`src/rtl/regfile_rename.sv`:
```
// Architectural register file with per-register rename tags.
// Resolves issuing operands to a value or a pending ROB tag; commit writes values and retires tags.
module regfile_rename #(
  parameter int ROB_WIDTH = 4
) (
  input  logic                 clk_in,
  input  logic                 rst_in,
  input  logic                 rdy_in,
  input  logic                 clear,
  input  logic                 dec_ready,
  input  logic [4:0]           rs1,
  input  logic [4:0]           rs2,
  input  logic [4:0]           rd,
  input  logic [ROB_WIDTH-1:0] issue_rob_id,
  output logic [31:0]          val1,
  output logic [ROB_WIDTH-1:0] dep1,
  output logic                 has_dep1,
  output logic [31:0]          val2,
  output logic [ROB_WIDTH-1:0] dep2,
  output logic                 has_dep2,
  output logic [ROB_WIDTH-1:0] search_rob_id_1,
  input  logic                 search_ready_1,
  input  logic [31:0]          search_val_1,
  output logic [ROB_WIDTH-1:0] search_rob_id_2,
  input  logic                 search_ready_2,
  input  logic [31:0]          search_val_2,
  input  logic                 commit_valid,
  input  logic [ROB_WIDTH-1:0] commit_rob_id,
  input  logic [4:0]           commit_reg_id,
  input  logic [31:0]          commit_val
);

  logic [31:0]          regs_q [32];
  logic [31:0]          regs_d [32];
  logic [31:0]          busy_q;
  logic [31:0]          busy_d;
  logic [ROB_WIDTH-1:0] tag_q  [32];
  logic [ROB_WIDTH-1:0] tag_d  [32];

  // Returns {has_dep, val}; priority: x0, idle reg, commit bypass, ROB search, pending.
  function automatic logic [32:0] resolve(
    input logic [4:0]           rs,
    input logic                 busy,
    input logic [ROB_WIDTH-1:0] tag,
    input logic [31:0]          rval,
    input logic                 s_rdy,
    input logic [31:0]          s_val,
    input logic                 c_vld,
    input logic [ROB_WIDTH-1:0] c_rob,
    input logic [31:0]          c_val
  );
    logic [32:0] res;
    if (rs == 5'd0)                 res = {1'b0, 32'd0};
    else if (!busy)                 res = {1'b0, rval};
    else if (c_vld && c_rob == tag) res = {1'b0, c_val};
    else if (s_rdy)                 res = {1'b0, s_val};
    else                            res = {1'b1, 32'd0};
    return res;
  endfunction

  logic [32:0] res1;
  logic [32:0] res2;

  always_comb begin
    res1 = resolve(rs1, busy_q[rs1], tag_q[rs1], regs_q[rs1], search_ready_1, search_val_1,
                   commit_valid, commit_rob_id, commit_val);
    res2 = resolve(rs2, busy_q[rs2], tag_q[rs2], regs_q[rs2], search_ready_2, search_val_2,
                   commit_valid, commit_rob_id, commit_val);
  end

  assign has_dep1        = res1[32];
  assign val1            = res1[31:0];
  assign dep1            = res1[32] ? tag_q[rs1] : '0;
  assign has_dep2        = res2[32];
  assign val2            = res2[31:0];
  assign dep2            = res2[32] ? tag_q[rs2] : '0;
  assign search_rob_id_1 = tag_q[rs1];
  assign search_rob_id_2 = tag_q[rs2];

  // Commit first so a same-cycle issue to the same rd overrides busy/tag.
  always_comb begin
    regs_d = regs_q;
    busy_d = busy_q;
    tag_d  = tag_q;
    if (commit_valid && commit_reg_id != 5'd0) begin
      regs_d[commit_reg_id] = commit_val;
      if (tag_q[commit_reg_id] == commit_rob_id) busy_d[commit_reg_id] = 1'b0;
    end
    if (clear) begin
      busy_d = '0;
    end else if (dec_ready && rd != 5'd0) begin
      busy_d[rd] = 1'b1;
      tag_d[rd]  = issue_rob_id;
    end
  end

  always_ff @(posedge clk_in) begin
    if (rst_in) begin
      busy_q <= '0;
      for (int i = 0; i < 32; i++) begin
        regs_q[i] <= '0;
        tag_q[i]  <= '0;
      end
    end else if (rdy_in) begin
      busy_q <= busy_d;
      for (int i = 0; i < 32; i++) begin
        regs_q[i] <= regs_d[i];
        tag_q[i]  <= tag_d[i];
      end
    end
  end

endmodule

```
`config.mk`:
```
export PLATFORM = sky130hd
export DESIGN_NAME = regfile_rename
export DESIGN_NICKNAME = d
export VERILOG_FILES = /design/src/rtl/regfile_rename.sv
export SDC_FILE = /design/constraint.sdc
export NUM_CORES = 2
export LEC_CHECK = 0
export BUFFER_PORTS_ARGS = -buffer_cell sky130_fd_sc_hd__buf_2
export CAP_MARGIN = 10
export CORE_MARGIN = 8
export CORE_UTILIZATION = 40
export CTS_CLUSTER_DIAMETER = 200
export DETAILED_ROUTE_END_ITERATION = 8
export MAX_ROUTING_LAYER = met4
export PLACE_DENSITY = 0.59
export SETUP_SLACK_MARGIN = 0.5
export SLEW_MARGIN = 20
export SYNTH_ARGS = -nofsm -noshare
export SYNTH_HDL_FRONTEND = slang
export SYNTH_SLANG_ARGS = --single-unit
export TNS_END_PERCENT = 5
```
`constraint.sdc`:
```
create_clock -name clk_in -period 3.4 [get_ports clk_in]
set_input_delay 0.34 -clock clk_in [delete_from_list [all_inputs] [get_ports clk_in]]
set_output_delay 0.34 -clock clk_in [all_outputs]
set_load 0.05 [all_outputs]
```
==> results.yml <==
clock_network:
  root_buffer: "clkbuf_16"
  clk_latency_ps: 770
  clk_path_buf_depth: 3
  clock_sinks: 1184
  htreeDepth: 4
  clk_transition_reported_paths_ps: 60
  cts_tree: "yes"
  cts_made_buffers: 131
grt:
  antenna_found_initial: 22
  globalRoute.totalOverflow: 0
  grt_pass1_vias: 57984
  grt_pass1_wl_um: 402000
  grt_max_degree: 152
  gr-usage-all-layers: 0.328
timing:
  worst_slew_margin_rel: 0.224
  postLayoutSetupSlackWorst_ps: -691
  drv_slew: 0
  clock.fmax_ghz: 0.244
  hold_violations: 0
  period_minus_slack_ps: 4090
  rsz0062_at_grt: "yes"
  fin_setup_tns_ps: -40810
  setup_viol_count_final: 74
  worst_pin_slew_ps: 1160
  min_period_over_period: 1.20
  skew_ps: 24.8
route:
  drcViolationCount: 0
  wl_per_cell_um: 29.6
  viasPerCell: 6.31
  detail-route-antenna-nets: 0
  routed_wl_um: 283000
  drt-pass1-iter-count: 7
  drtIter0Drc: 8783
  routed-via-count: 60262
synthesis:
  synth-edff-count: 0
  synth_nets: 7385
  seq_area_frac_synth: 0.376
  synthTopCellsByCount: "2129 x nand2_1, 1184 x dfxtp_1, 1176 x a21oi_1"
  synthArstFlopShare: 0
  synth_top_area_share: 0.376
  synth_ff_type: "dfxtp_1"
  yosysWarnings: 0
  synthTopCellsByArea: "dfxtp_1 38%, mux4_2 17%, nand2_1 13%"
  postSynthCellCount: 7253
  synth-seq-cells: 1184
  synth.largest_area_cell: "dfxtp_1"
  syn-cell-area_mm2: 0.0631
  synth_cell_types: 52
  avgSynthCellArea_um2: 8.70
  yosysMostFrequentCell: "nand2_1"
worst_setup_path:
  reg2reg_from: "tag_q[59]"
  critical_path_class: "reg2out"
  ff2ff_setup_slack_ps: 670
  start_kind: "flop"
  path_max_fanout: 4
  reg2reg_depth: 9
  endpoint: "val1[12]"
  cp.required_ps: 3060
  end_kind: "output pin"
  rr_endpoint: "busy_q[19]"
  cp-startpoint: "tag_q[34]"
  crit_arrival_ps: 3750
cells_and_area:
  nFillCells: 14635
  layout-drive-gt1-share: 0.224
  fin_nets: 7507
  finalNonFillerCells: 9547
  multiInputGateArea_mm2: 0.0378
  regArea_mm2: 0.0237
  post-route-cell-area_mm2: 0.0758
  syn2layout_area_growth_pct: 20.1
run_status:
  violations: "negative setup slack"
  status: "finished, violations left"
die:
  core_area_mm2: 0.156
  dieWidth_um: 413
  num_rows: 145
  dieArea_mm2: 0.171
  start_util: 0.403
  io-pin-count: 214
  die_y_um: 413
run:
  drv_cap: 0
placement:
  dp_hpwl_um: 180000
  place_congestion: 0.971
  io_buffers: 213
  dp_cells: 9273
  pre_cts_slack_ps: -465
  place_area_mm2: 0.0705
power_and_ir_drop:
  powerDensity_mw_per_mm2: 432
  vdd_drop_max_v: 0.000398
  p_leak_nw: 26.1
worst_hold_path:
  hold_class: "in2reg"
## sequential cells by signal (all words and copies together) (netlist names)
name / cells
regs_q: 1024
busy_q: 32
tag_q: 128
## stage by stage
| step | total power [mW] | util | hold slack (ps) |
|---|---|---|---|
| finish | 32.8 | 0.484 | 53.7 |
| floorplan | 16.8 | - | 419 |
| CTS | 32.7 | 0.482 | 12.9 |
| detailed placement | 18.6 | 0.451 | 454 |
| global placement | 18.6 | 0.451 | 448 |
| global route | 33.5 | 0.484 | 45.4 |
## critical path: stages, from the launching register on
cell        delay, ps
dfxtp_1           360
mux4_2            530
nor3b_2           250
a311oi_2           90
nand2_2           120
clkinvlp_4        110
xnor2_2           180
and4_4            360
buf_12            160
nand2_4            50
a311oi_4          470
buf_12            170
buf_12            130
## cell type report
cell class,count,share of cell area
repair buffers,755,0.0970
well taps,2058,0.0340
clock inverters,31,0.00428
flip-flops and latches,1184,0.313
inverters,12,0.000743
clock buffers,196,0.0505
diodes,20,0.000661
multi-input cells,5291,0.500
## cells by family after synthesis
group,Yosys count,share of synthesized area
simple gates,2624,0.166
compound gates,1595,0.142
flops,1184,0.376
mux,1062,0.263
buf+inv,778,0.0518
xor+xnor,10,0.00139
## layer usage
metal | vias up | routed length [um] | global-route usage
li1 | 25817 | - | -
met1 | 29594 | 109000 | 0.413
met2 | 3848 | 119000 | 0.464
met3 | 1003 | 36600 | 0.106
met4 | 0 | 18200 | 0.179
met5 | - | 0 | -
## power by group
group	total, mW	internal, mW	leakage, nW	switching (mW)
combinational	4.58	1.63	14.5	2.96
sequential	14.0	13.9	9.55	0.0403
clock	14.2	8.14	2.04	6.07
## timing repair
item                       CTS  global route
hold endpoints to repair     4             0
hold buffers                 6             0
setup endpoints to repair   81            81
buffers inserted             7            10
cloned                       2             2
pin swaps                   40            31
gates resized for setup    159            52
## cells in the final DEF, fill, tap and decap left out, drive strengths merged, types with 35 or more instances in the layout
cell type | synthesis | layout
and2 | 37 | 37
nor2b | 55 | 55
a211oi | 35 | 35
nor2 | 184 | 184
nand3 | 91 | 91
dfxtp | 1184 | 1184
o211ai | 60 | 60
clkbuf | 600 | 199
o21ai | 82 | 82
a221oi | 69 | 69
mux2i | 574 | 574
buf | 166 | 746
nand2 | 2129 | 2129
mux4 | 473 | 473
a22oi | 92 | 92
nor3 | 69 | 69
a21oi | 1176 | 1176
## worst min path at each step
stage                        to  slack [ps]  depth (start not counted)           start
finish              regs_q[892]          50                          3  commit_val[28]
floorplan             busy_q[0]         420                          2       busy_q[0]
global route        regs_q[828]          50                          3  commit_val[28]
global placement    regs_q[525]         450                          2     regs_q[525]
CTS                 regs_q[828]          10                          3  commit_val[28]
detailed placement  regs_q[182]         450                          2     regs_q[182]
Note: power is estimated with default switching activity, not from simulation.
